### src/rtl/huffman_merge_arbiter_pkg.sv
// Shared widths, latencies and types for the Huffman merge arbiter and its
// downstream code/literal merge pipeline.
package huffman_merge_pkg;

  localparam int HUFF_CODE_W   = 16;
  localparam int HUFF_LEN_W    = 4;
  localparam int LIT_W         = 11;
  localparam int LIT_LEN_W     = 4;
  localparam int MERGE_LATENCY = 5;
  localparam int MERGED_W      = 27;
  localparam int MERGED_LEN_W  = 5;

  typedef enum logic {
    ST_IDLE   = 1'b0,
    ST_LOCKED = 1'b1
  } arb_state_e;

  typedef struct packed {
    logic [HUFF_CODE_W-1:0] code;
    logic [HUFF_LEN_W-1:0]  code_len;
    logic [LIT_W-1:0]       literal;
    logic [LIT_LEN_W-1:0]   literal_len;
  } huff_beat_t;

  function automatic int rr_next(input int idx, input int n);
    return (idx + 1) % n;
  endfunction

endpackage

### src/rtl/huffman_merge_arbiter_if.sv
// Requester, credit-return, merge-pipeline and status signals of the arbiter,
// bundled so the arbiter and its environment share one port list.
interface huffman_merge_arbiter_if #(
  parameter int NUM_REQ = 2,
  parameter int TAG_W   = 2
);
  import huffman_merge_pkg::*;

  logic [NUM_REQ-1:0]             req_valid;
  logic [NUM_REQ-1:0]             req_ready;
  logic [NUM_REQ-1:0]             req_last;
  logic [HUFF_CODE_W*NUM_REQ-1:0] req_code;
  logic [HUFF_LEN_W*NUM_REQ-1:0]  req_code_len;
  logic [LIT_W*NUM_REQ-1:0]       req_literal;
  logic [LIT_LEN_W*NUM_REQ-1:0]   req_literal_len;
  logic [NUM_REQ-1:0]             cons_pop;

  logic                   m_valid;
  logic [HUFF_CODE_W-1:0] m_code;
  logic [HUFF_LEN_W-1:0]  m_code_len;
  logic [LIT_W-1:0]       m_literal;
  logic [LIT_LEN_W-1:0]   m_literal_len;

  logic             out_tag_valid;
  logic [TAG_W-1:0] out_tag;
  logic             credit_err;
  logic             busy;

  modport master (
    input  req_valid, req_last, req_code, req_code_len, req_literal,
           req_literal_len, cons_pop,
    output req_ready, m_valid, m_code, m_code_len, m_literal, m_literal_len,
           out_tag_valid, out_tag, credit_err, busy
  );

  modport slave (
    output req_valid, req_last, req_code, req_code_len, req_literal,
           req_literal_len, cons_pop,
    input  req_ready, m_valid, m_code, m_code_len, m_literal, m_literal_len,
           out_tag_valid, out_tag, credit_err, busy
  );

endinterface

### src/rtl/huffman_merge_arbiter_tag_delay.sv
// Fixed-depth valid+tag shift register that tracks the merge pipeline so the
// requester index emerges alongside the pipeline's out_valid.
module huffman_tag_delay
  import huffman_merge_pkg::*;
#(
  parameter int DEPTH = MERGE_LATENCY,
  parameter int TAG_W = 2
) (
  input  logic             clk,
  input  logic             clear,
  input  logic             in_valid,
  input  logic [TAG_W-1:0] in_tag,
  output logic             out_valid,
  output logic [TAG_W-1:0] out_tag,
  output logic             any_valid
);

  logic [DEPTH-1:0] valid_sr;
  logic [TAG_W-1:0] tag_sr [DEPTH];

  always_ff @(posedge clk) begin
    if (clear) begin
      valid_sr <= '0;
      for (int i = 0; i < DEPTH; i++) tag_sr[i] <= '0;
    end else begin
      valid_sr[0] <= in_valid;
      tag_sr[0]   <= in_tag;
      for (int i = 1; i < DEPTH; i++) begin
        valid_sr[i] <= valid_sr[i-1];
        tag_sr[i]   <= tag_sr[i-1];
      end
    end
  end

  assign out_valid = valid_sr[DEPTH-1];
  assign out_tag   = tag_sr[DEPTH-1];
  assign any_valid = |valid_sr;

endmodule

### src/rtl/huffman_merge_arbiter.sv
// Packet-granular round-robin arbiter with per-requester credit gating that
// feeds one shared Huffman code/literal merge pipeline.
//   state     | meaning
//   ST_IDLE   | no packet open; grant searched from rr_ptr upward
//   ST_LOCKED | packet from lock_idx open; only lock_idx may be granted
module huffman_merge_arbiter
  import huffman_merge_pkg::*;
#(
  parameter int NUM_REQ      = 2,
  parameter int CREDITS      = 8,
  parameter int PIPE_LATENCY = MERGE_LATENCY,
  parameter int TAG_W        = 2
) (
  input logic                    clk,
  input logic                    rst,
  huffman_merge_arbiter_if.master bus
);

  localparam int CRED_W = $clog2(CREDITS + 1);
  localparam logic [CRED_W-1:0] CRED_FULL = CRED_W'(CREDITS);

  arb_state_e       state, state_next;
  logic [TAG_W-1:0] lock_idx, rr_ptr, grant_idx;
  logic             grant_valid;
  logic [CRED_W-1:0] credit [NUM_REQ];
  logic [NUM_REQ-1:0] has_credit, ready, accept;
  logic             accept_any, accept_last;
  huff_beat_t       sel_beat, m_beat_q;
  logic             m_valid_q;
  logic [TAG_W-1:0] m_tag_q;
  logic             credit_err_q;
  logic             tag_busy;

  always_comb begin
    has_credit = '0;
    for (int r = 0; r < NUM_REQ; r++) has_credit[r] = (credit[r] != '0);
  end

  // Descending search so the candidate closest to rr_ptr is written last and wins.
  always_comb begin
    grant_valid = 1'b0;
    grant_idx   = '0;
    if (state == ST_LOCKED) begin
      grant_idx = lock_idx;
      for (int r = 0; r < NUM_REQ; r++)
        if (lock_idx == TAG_W'(r)) grant_valid = has_credit[r];
    end else begin
      for (int i = NUM_REQ - 1; i >= 0; i--)
        for (int r = 0; r < NUM_REQ; r++)
          if ((((int'(rr_ptr) + i) % NUM_REQ) == r) && bus.req_valid[r] && has_credit[r]) begin
            grant_valid = 1'b1;
            grant_idx   = TAG_W'(r);
          end
    end
  end

  always_comb begin
    ready = '0;
    for (int r = 0; r < NUM_REQ; r++)
      ready[r] = !rst && grant_valid && (grant_idx == TAG_W'(r));
  end

  assign accept     = ready & bus.req_valid;
  assign accept_any = |accept;

  always_comb begin
    sel_beat    = '0;
    accept_last = 1'b0;
    for (int r = 0; r < NUM_REQ; r++)
      if (accept[r]) begin
        sel_beat.code        = bus.req_code[r*HUFF_CODE_W +: HUFF_CODE_W];
        sel_beat.code_len    = bus.req_code_len[r*HUFF_LEN_W +: HUFF_LEN_W];
        sel_beat.literal     = bus.req_literal[r*LIT_W +: LIT_W];
        sel_beat.literal_len = bus.req_literal_len[r*LIT_LEN_W +: LIT_LEN_W];
        accept_last          = bus.req_last[r];
      end
  end

  always_ff @(posedge clk) begin
    if (rst) state <= ST_IDLE;
    else     state <= state_next;
  end

  always_comb begin
    state_next = state;
    case (state)
      ST_IDLE:   if (accept_any && !accept_last) state_next = ST_LOCKED;
      ST_LOCKED: if (accept_any && accept_last)  state_next = ST_IDLE;
      default:   state_next = ST_IDLE;
    endcase
  end

  always_ff @(posedge clk) begin
    if (rst) begin
      lock_idx  <= '0;
      rr_ptr    <= '0;
      m_valid_q <= 1'b0;
      m_tag_q   <= '0;
      m_beat_q  <= '0;
    end else begin
      m_valid_q <= accept_any;
      if (accept_any) begin
        m_beat_q <= sel_beat;
        m_tag_q  <= grant_idx;
        if (accept_last) rr_ptr   <= TAG_W'(rr_next(int'(grant_idx), NUM_REQ));
        else             lock_idx <= grant_idx;
      end
    end
  end

  // Accept and pop in the same cycle cancel; a pop at full credit is a protocol error.
  always_ff @(posedge clk) begin
    if (rst) begin
      for (int r = 0; r < NUM_REQ; r++) credit[r] <= CRED_FULL;
      credit_err_q <= 1'b0;
    end else begin
      for (int r = 0; r < NUM_REQ; r++) begin
        case ({accept[r], bus.cons_pop[r]})
          2'b10: credit[r] <= credit[r] - CRED_W'(1);
          2'b01: begin
            if (credit[r] == CRED_FULL) credit_err_q <= 1'b1;
            else                        credit[r]    <= credit[r] + CRED_W'(1);
          end
          default: ;
        endcase
      end
    end
  end

  huffman_tag_delay #(
    .DEPTH (PIPE_LATENCY),
    .TAG_W (TAG_W)
  ) u_tag_delay (
    .clk       (clk),
    .clear     (rst),
    .in_valid  (m_valid_q),
    .in_tag    (m_tag_q),
    .out_valid (bus.out_tag_valid),
    .out_tag   (bus.out_tag),
    .any_valid (tag_busy)
  );

  assign bus.req_ready     = ready;
  assign bus.m_valid       = m_valid_q;
  assign bus.m_code        = m_beat_q.code;
  assign bus.m_code_len    = m_beat_q.code_len;
  assign bus.m_literal     = m_beat_q.literal;
  assign bus.m_literal_len = m_beat_q.literal_len;
  assign bus.credit_err    = credit_err_q;
  assign bus.busy          = (state == ST_LOCKED) || m_valid_q || tag_busy;

endmodule

### src/flat_wrapper.sv
// flat-port wrapper written by rule: the top's interface ports become plain ports
module huffman_merge_arbiter_flat import huffman_merge_pkg::*;
#(
  parameter int NUM_REQ      = 2,
  parameter int CREDITS      = 8,
  parameter int PIPE_LATENCY = MERGE_LATENCY,
  parameter int TAG_W        = 2
)
  (clk, rst, bus_req_valid, bus_req_last, bus_req_code, bus_req_code_len, bus_req_literal, bus_req_literal_len, bus_cons_pop, bus_req_ready, bus_m_valid, bus_m_code, bus_m_code_len, bus_m_literal, bus_m_literal_len, bus_out_tag_valid, bus_out_tag, bus_credit_err, bus_busy);
  huffman_merge_arbiter_if #(.NUM_REQ(NUM_REQ), .TAG_W(TAG_W)) bus_i ();
  input logic clk;
  input logic rst;
  input wire logic [$bits(bus_i.req_valid)-1:0] bus_req_valid;
  input wire logic [$bits(bus_i.req_last)-1:0] bus_req_last;
  input wire logic [$bits(bus_i.req_code)-1:0] bus_req_code;
  input wire logic [$bits(bus_i.req_code_len)-1:0] bus_req_code_len;
  input wire logic [$bits(bus_i.req_literal)-1:0] bus_req_literal;
  input wire logic [$bits(bus_i.req_literal_len)-1:0] bus_req_literal_len;
  input wire logic [$bits(bus_i.cons_pop)-1:0] bus_cons_pop;
  output wire logic [$bits(bus_i.req_ready)-1:0] bus_req_ready;
  output wire logic [$bits(bus_i.m_valid)-1:0] bus_m_valid;
  output wire logic [$bits(bus_i.m_code)-1:0] bus_m_code;
  output wire logic [$bits(bus_i.m_code_len)-1:0] bus_m_code_len;
  output wire logic [$bits(bus_i.m_literal)-1:0] bus_m_literal;
  output wire logic [$bits(bus_i.m_literal_len)-1:0] bus_m_literal_len;
  output wire logic [$bits(bus_i.out_tag_valid)-1:0] bus_out_tag_valid;
  output wire logic [$bits(bus_i.out_tag)-1:0] bus_out_tag;
  output wire logic [$bits(bus_i.credit_err)-1:0] bus_credit_err;
  output wire logic [$bits(bus_i.busy)-1:0] bus_busy;
  assign bus_i.req_valid = bus_req_valid;
  assign bus_i.req_last = bus_req_last;
  assign bus_i.req_code = bus_req_code;
  assign bus_i.req_code_len = bus_req_code_len;
  assign bus_i.req_literal = bus_req_literal;
  assign bus_i.req_literal_len = bus_req_literal_len;
  assign bus_i.cons_pop = bus_cons_pop;
  assign bus_req_ready = bus_i.req_ready;
  assign bus_m_valid = bus_i.m_valid;
  assign bus_m_code = bus_i.m_code;
  assign bus_m_code_len = bus_i.m_code_len;
  assign bus_m_literal = bus_i.m_literal;
  assign bus_m_literal_len = bus_i.m_literal_len;
  assign bus_out_tag_valid = bus_i.out_tag_valid;
  assign bus_out_tag = bus_i.out_tag;
  assign bus_credit_err = bus_i.credit_err;
  assign bus_busy = bus_i.busy;
  huffman_merge_arbiter #(.NUM_REQ(NUM_REQ), .CREDITS(CREDITS), .PIPE_LATENCY(PIPE_LATENCY), .TAG_W(TAG_W)) u_core (.clk(clk), .rst(rst), .bus(bus_i));
endmodule
### config.mk
export PLATFORM = sky130hd
export DESIGN_NAME = huffman_merge_arbiter_flat
export DESIGN_NICKNAME = d
export VERILOG_FILES = /design/src/rtl/huffman_merge_arbiter_pkg.sv /design/src/rtl/huffman_merge_arbiter_if.sv /design/src/rtl/huffman_merge_arbiter_tag_delay.sv /design/src/rtl/huffman_merge_arbiter.sv /design/src/flat_wrapper.sv
export SDC_FILE = /design/constraint.sdc
export NUM_CORES = 1
export LEC_CHECK = 0
export ABC_CLOCK_PERIOD_IN_PS = 3400
export CORE_MARGIN = 2
export CORE_UTILIZATION = 39
export DETAILED_ROUTE_END_ITERATION = 10
export PLACE_DENSITY_LB_ADDON = 0.1
export SYNTH_ARGS = -nofsm -noshare
export SYNTH_HDL_FRONTEND = slang
export SYNTH_SLANG_ARGS = --single-unit
### constraint.sdc
create_clock -name clk -period 3.4 [get_ports clk]
set_clock_uncertainty 0.15 [all_clocks]
set_input_delay 0.68 -clock clk [delete_from_list [all_inputs] [get_ports clk]]
set_output_delay 0.68 -clock clk [all_outputs]
set_load 0.02 [all_outputs]
Yosys cells after proc, flatten, opt, wreduce, memory -nomap -nowiden
Memories as Yosys holds them, arrays and structs flattened. Index checks and enable logic that the tools add are counted.

Bits in registers: 48. RAM bits: 18. Output and inout port bits: 43. Logic and storage cells: 116. Memories kept: 2.

Memory list: u_core.u_tag_delay.tag_sr (depth 5, width 2, read ports 5, clocked after memory_dff 0, write ports 5, RTL line huffman_merge_arbiter_tag_delay.sv:19) `logic [TAG_W-1:0] tag_sr [DEPTH];`; u_core.credit (depth 2, width 4, read ports 2, clocked after memory_dff 0, write ports 2, RTL line huffman_merge_arbiter.sv:25) `logic [CRED_W-1:0] credit [NUM_REQ];`.

$add $sub $neg: 6. Equality and inequality tests: 9. Mux-type cells: 48. Bitwise gates (word level): 13. Reduce and logical (&&, ||, !) cells: 27.

Operators by type and width (count): 2-to-1 mux 35 bit (2); logical NOT 32 bit (2); 2-to-1 mux 1 bit (35); 2-to-1 mux 4 bit (4); logical AND 1 bit (13); 2-to-1 mux 2 bit (6); bitwise OR 1 bit (9); adder 4 x 1 -> 4 bit, second input constant (2); equality test 2 x 1 -> 1 bit, second input constant (4); equality test 4 bit, second input constant (2); nonzero test 4 bit (2); subtractor 4 x 1 -> 4 bit, second input constant (2); equality test 2 bit, second input constant (3); OR reduction 5 bit (1); logical NOT 2 bit (2); AND reduction 2 bit (2); adder 1 bit, second input constant (2); AND 2 bit (1); logical NOT 1 bit (2); logical OR 1 bit (2); inverter 1 bit (2); one-hot mux 1 bit (2 select lines) (1); OR reduction 2 bit (1); AND 1 bit, first input constant (1).

Depth between registers and ports, before layout
Gate-level depths: netlist of run 1.

Word-level depth: 19. Gate-level depth with buffers: 13. Gate-level depth less buffers: 12.

By module
A second synthesis of run 1 with hierarchy kept.

Cell total of the unflattened synthesis: 317. Area total of the unflattened synthesis: 3155.5 um^2.

By module, submodules not included: huffman_merge_arbiter (times used 1, cells an instance 281, area each 2695.1 um^2, seq. area each 1101.1 um^2); huffman_tag_delay (times used 1, cells an instance 36, area each 460.4 um^2, seq. area each 300.3 um^2).

Worst setup path before layout of run 1
OpenSTA, ideal clock, no wires.

Path kind: register to register. Start point: memory u_core.credit[1][0] in the netlist's numbering. End point: memory u_core.credit[0][3] in the netlist's numbering, data pin. Setup time: 260 ps. Arrival: 3112 ps. Data required time: 2990 ps. Slack: -122 ps. Cell stages (with the launch flop): 14. Buffers on the path: 1. Period minus slack after synthesis: 3522 ps. Path through: edfxtp_1 -> inv_1 -> ha_1 -> or3b_2 -> a221oi_2 -> nor3_2 -> nand3_2 -> buf_2 -> nand3_1 -> ha_1 -> a21o_1 -> a21oi_1 -> xnor2_1 -> mux2_2.

RTL lines (RTL line): from (decl) (huffman_merge_arbiter.sv:25).

==> results of run 1 <==
[synthesized netlist by cell type (2+ instances only)]
cell type   n
nand3_1     4
a21oi_1    24
buf_4       5
nand2b_1    2
clkbuf_1   13
and3_1      4
a211oi_1    2
buf_2       6
inv_1       6
ha_1        4
and2_1      3
nor2_1     24
nand2_1    55
a211o_1     2
nor2b_1    16
edfxtp_1    8
xnor2_1     2
or3b_1      2
o21ai_0     6
nor3b_1     3
a22oi_1    20
a21o_1      3
a311oi_1   15
nor3_1      4
dfxtp_1    58
[registers in the layout (all words and copies together), names as in the netlist, named ones only]
| signal | count |
|---|---|
| u_core.bus.credit_err | 1 |
| u_core.bus.m_code | 16 |
| u_core.bus.m_code_len | 4 |
| u_core.bus.m_literal | 11 |
| u_core.bus.m_literal_len | 4 |
| u_core.bus.m_valid | 1 |
| u_core.credit | 8 |
| u_core.lock_idx | 2 |
| u_core.m_tag_q | 2 |
| u_core.rr_ptr | 1 |
| u_core.u_tag_delay.tag_sr | 10 |
| u_core.u_tag_delay.valid_sr | 5 |
[metrics by stage]
stage / hold slack (ns) / area, µm² / worst slack, ns / power [W] / cells
6_report: 0.285 / 4490 / 0.0978 / 0.00235 / 547
5_1_grt: 0.309 / 4490 / -0.0814 / 0.00248 / 547
4_1_cts: 0.290 / 4460 / 0.00321 / 0.00235 / 546
3_5_place_dp: 0.274 / 4250 / -0.0711 / 0.00163 / 530
3_3_place_gp: 0.266 / 4250 / 0.0536 / 0.00161 / 530
2_1_floorplan: 0.264 / 2930 / 0.00266 / 0.00133 / 321
[cell usage in the layout, fill, tap and decap left out, drive strengths merged, types with 10 or more instances in the layout]
master         instances
nand2                 55
a22oi                 20
dfxtp                 58
a311oi                15
buf                   17
clkbuf                10
nor2b                 16
a21oi                 24
clkdlybuf4s50        117
nor2                  25
[logic make-up after synthesis]
logic type | share of synthesized area
simple gates | 0.214
compound gates | 0.216
flops | 0.481
buf+inv | 0.0515
fa+ha+maj | 0.0240
xor+xnor | 0.00601
mux | 0.00730
[routing by layer]
layer / up-vias / share of wire / global-route usage
li1: 1394 / - / -
met1: 1323 / 0.42 / 0.220
met2: 94 / 0.49 / 0.317
met3: 10 / 0.082 / 0.0868
met5: - / 0 / 0
met4: 0 / 0.015 / 0.0654
[critical path, stage by stage, from the launching register on]
cell             delay (ns)
edfxtp_1               0.44
inv_2                  0.10
ha_2                   0.19
or3b_4                 0.42
a221oi_4               0.30
nor3_4                 0.08
buf_4                  0.18
and2_1                 0.14
clkdlybuf4s15_1        0.28
[worst max path at each step]
stage                                endpoint  cells past startpoint  slack (ns)                start
after global placement    u_core.credit[0][3]                     11        0.05     bus_req_valid[0]
final                        bus_req_ready[1]                      8         0.1  u_core.credit[1][0]
after global routing      u_core.credit[0][3]                     11       -0.08  u_core.credit[0][0]
after detailed placement  u_core.credit[0][3]                     11       -0.07     bus_req_valid[0]
after CTS                    bus_req_ready[1]                      8       0.003  u_core.credit[1][0]
after floorplan           u_core.credit[0][3]                     13       0.003  u_core.credit[1][0]
[power by group]
| part | total, W | switching (W) | leakage (nW) | internal [W] |
|---|---|---|---|---|
| Sequential | 0.000948 | 0.0000652 | 0.553 | 0.000883 |
| Combinational | 0.000685 | 0.000331 | 0.986 | 0.000354 |
| Clock | 0.000722 | 0.000307 | 0.110 | 0.000415 |
[area by class of cell]
| class | instances | area, µm² | share of cell area |
|---|---|---|---|
| Clock buffer | 10 | 128 | 0.0284 |
| Clock inverter | 6 | 91.3 | 0.0203 |
| Inverter | 6 | 22.5 | 0.00502 |
| Multi-Input combinational cell | 224 | 1390 | 0.310 |
| Sequential cell | 66 | 1400 | 0.312 |
| Tap cell | 99 | 124 | 0.0276 |
| Timing Repair Buffer | 136 | 1330 | 0.296 |
[what timing repair did]
item,in CTS,in global routing
pin swaps,0,0
hold buffers,0,0
setup buffers,0,1
resized for setup,2,7
gates cloned,0,0
setup endpoints to repair,2,18
==> results.ini, run 1 <==
[critical_path]
critPathArrivalTime_ns=2.47
rrSetupSlack_ns=0.14
regToRegStartpoint=u_core.credit[1][0]
timing.rr.end=u_core.credit[0][3]
startpoint_type=flip-flop
worst_ep_required_time_ns=2.57
path_max_fanout=8
worstSetupPathType=flip-flop to primary output
r2r.worst_path.cells=12
crit_path_end_kind=primary output

[timing]
setup_violations=0
tns_ns=0
min_period_over_period=0.971
worstMarginPinSlew_ns=0.888
max_freq_mhz=303
relSlewSlack=0.407
slew_viol_final=0
hold_violations=0
fin_crit_ns=3.30

[die]
dieArea_um2=8180
die_w_um=90.4
core_um2=7250
fp.dieH_um=90.4
rows=31
floorplan.initialDensity=0.402
ios=121

[drt]
drt_iter0_drc=98
via_per_inst=5.16
routed_wl_um=7860
drc_errors=0
first_pass_iters=4
avgRoutedWirePerCell_um=14.4
ant_nets=0
num_vias=2821

[worst_hold_path]
min_delay_path_depth=1
worstHoldEndpoint=u_core.u_tag_delay.tag_sr[0][4]
hp-start=u_core.u_tag_delay.tag_sr[0][2]
min_path_type=flip-flop to flip-flop

[yosys]
synth_top_area_frac=0.398
syn-num-nets=404
synthTopCellsByArea=dfxtp_1 40%, edfxtp_1 8.2%, nand2_1 7.1%
synth_edf_count=8
synth_top_area_cell=dfxtp_1
netlist_area_um2=2910
synthArstFlopShare=0
synth-seq-cells=66
syn-instance-count=321
yosys.cell_types.count=55
syn_area_per_cell_um2=9.08
seq_area_frac_synth=0.481
synth_ff_type=dfxtp_1
ys_warn_count=0

[finish]
postLayoutCoreUtil=0.619
diodes=0
final_nets=526
fillCellCount=662
area_growth_pct=54.1
drive_gt1_frac=0.105

[power]
power_density_nw_per_um2=525
p_leak_nw=1.65
ir_worst_vdd_v=0.000292

[global_route]
grt_max_degree=58
grt_pass1_vias=2697
grt_overflow=0
grt_pass1_wl_um=12700
antenna_found_initial=0
grt_usage=0.192

[clocking]
clk_latency_ns=0.34
clock-sinks=66
cts_buffer_depth=2
numCtsBuffers=9
cts_root_buffer=clkbuf_8
cts_tree=done
clkTransAtPathRegs_ns=0.08
htree_levels=3

[placement]
hpwl_um=5510
gp_congestion=0.783
portBuffers=120

[outcome]
outcome=complete, no violations

[job]
maxCapViolations=0

No activity file was read; power rests on OpenSTA's default activity.
==> inputs of run 2 (changes only) <==
CORE_UTILIZATION = 30   (was 39)
==> run 2 against run 1 <==
Via count fell by 1.8%. Critical path depth did not move. Worst hold slack got worse by 0.0026 ns. Routed wire length rose by 2.1%. Maximum frequency rose by 0.88%. Die area rose by 29%. Total power fell by 5.4%. Non-clock buffer count rose by 2. Final cell count rose by 5.7%. Worst setup slack improved by 0.029 ns. Critical path type unchanged. Critical endpoint unchanged. Largest power group unchanged. Highest routed layer unchanged.
==> results.ini, run 2 (same netlist as run 1, synthesis figures left out) <==
[clocking]
htree_levels=3  ; unchanged
clk_latency_ns=0.33  ; about the same
cts_root_buffer=clkbuf_8
clock-sinks=66  ; unchanged
cts_buffer_depth=2  ; unchanged
numCtsBuffers=9  ; unchanged
cts_tree=done
postCtsHoldBufs=0  ; unchanged
clkTransAtPathRegs_ns=0.07  ; about the same

[critical_path]
regToRegStartpoint=u_core.credit[1][1]
crit_path_end_kind=primary output
worst_ep_required_time_ns=2.57  ; about the same
cp_top_family=simple AND/OR/NAND/NOR gates
crit_chain=inv_2 -> ha_2 -> or3b_4 -> a221oi_4 -> nor3_4 -> buf_4 -> and2_1 -> clkdlybuf4s15_1
worstSetupPathType=flip-flop to primary output
critPathArrivalTime_ns=2.44  ; -0.03 ns
critPathLaunch=u_core.credit[1][1]
crit_buf_inv=3  ; unchanged
path_max_fanout=8  ; unchanged
cpMaxStageDelayCell=edfxtp_1
startpoint_type=flip-flop
cp_slowest_stage_delay_ns=0.44  ; about the same

[timing]
rsz0062_at_grt=no
fin_hold_ws_ns=0.282  ; -0.00258 ns
relSlewSlack=0.610  ; +0.203
min_period_over_period=0.963  ; -0.00849
max_freq_mhz=306  ; +0.88%
fin_crit_ns=3.27  ; -0.0289 ns
worstMarginPinSlew_ns=0.585  ; -0.303 ns
tns_ns=0  ; unchanged
slew_viol_final=0  ; unchanged
hold_violations=0  ; unchanged
setup_violations=0  ; unchanged

[power]
power_density_nw_per_um2=495  ; -5.6%
p_leak_nw=1.64  ; -0.48%
ir_worst_vdd_v=0.000188  ; -36%

[die]
dieArea_um2=10500  ; +29%
rows=35  ; +13%
ios=121  ; unchanged
die_w_um=103  ; +13%
floorplan.initialDensity=0.312  ; -0.0894
core_um2=9330  ; +29%
fp.dieH_um=103  ; +13%

[drt]
num_vias=2769  ; -1.8%
via_per_inst=4.79  ; -7.1%
drt_iter0_drc=61  ; -38%
first_pass_iters=5  ; +1
drc_errors=0  ; unchanged
ant_nets=0  ; unchanged
routed_wl_um=8030  ; +2.1%
avgRoutedWirePerCell_um=13.9  ; -3.4%

[global_route]
grt_usage=0.159  ; -0.0326
grt_max_degree=58  ; unchanged
grt_pass1_wl_um=13200  ; +3.5%
grt_pass1_vias=2777  ; +3.0%
grt_overflow=0  ; unchanged
antenna_found_initial=0  ; unchanged

[finish]
area_growth_pct=54.4
final_common_cell=clkdlybuf4s50_1
layout.cells.non_filler=578  ; +5.7%
mostFrequentLayoutCells=117 x clkdlybuf4s50_1, 58 x dfxtp_1, 55 x nand2_1
diodes=0  ; unchanged
largest_register_ffs=16  ; unchanged
drive_gt1_frac=0.105  ; -0.000234
final_nets=528  ; +0.38%

[job]
maxCapViolations=0  ; unchanged

[placement]
post-place-cells=561  ; +5.8%
hpwl_um=5670  ; +2.9%
gp_congestion=0.816  ; +4.1%
portBuffers=120  ; unchanged

[outcome]
outcome=complete, no violations

[worst_hold_path]
hp-start=u_core.u_tag_delay.tag_sr[0][5]
min_path_type=flip-flop to flip-flop

[run 2: metal layers]
layer / part of all wire / global-route usage / up-vias
met5: 0 / 0 / -
met1: 0.43 / 0.193 / 1291
li1: - / - / 1391
met3: 0.073 / 0.0610 / 9
met2: 0.49 / 0.262 / 78
met4: 0.010 / 0.0482 / 0
[run 2: worst register-to-register path, delay by kind of cell (launching register included)]
kind            cells  cell delay [ns]
flops               1             0.44
xor+xnor            1             0.14
simple gates        4             0.69
fa+ha+maj           2             0.51
compound gates      3             0.63
mux                 1             0.35
buf+inv             1             0.09
[run 2: per-stage QoR]
step | worst slack (ns) | utilization | power, W | area, µm²
finish | 0.127 | 0.482 | 0.00223 | 4500
global route | 0.000572 | 0.482 | 0.00237 | 4500
CTS | 0.0229 | 0.481 | 0.00225 | 4490
detailed placement | -0.0466 | 0.460 | 0.00164 | 4290
global placement | 0.0487 | 0.460 | 0.00162 | 4290
floorplan | 0.00266 | - | 0.00133 | 2930
[run 2: final timing paths]
path	to	slack [ns]	cells past startpoint
worst max-delay path	bus_req_ready[1]	0.13	8
worst min-delay path	u_core.u_tag_delay.tag_sr[0][7]	0.28	1
worst max register to register	u_core.credit[0][3]	0.16	12
worst min register to register	u_core.u_tag_delay.tag_sr[0][7]	0.28	1
[run 2: cell type report]
cell class / count / area (µm²)
multi-input cells: 224 / 1400
clock inverters: 4 / 26.3
inverters: 6 / 22.5
repair buffers: 138 / 1340
flip-flops and latches: 66 / 1400
well taps: 129 / 161
clock buffers: 11 / 153
fillers: 913 / 4830
[run 2: power by group]
part | switching [W] | total, W | internal, W | leakage [nW]
Sequential | 0.0000620 | 0.000945 | 0.000883 | 0.553
Combinational | 0.000332 | 0.000690 | 0.000358 | 0.998
Clock | 0.000289 | 0.000593 | 0.000304 | 0.0903
[run 2: what timing repair did]
action                                  4_1_cts  5_1_grt
endpoints found under the setup margin        2       13
gates resized for setup                       3        6
pin swaps                                     0        1
buffers inserted                              1        1
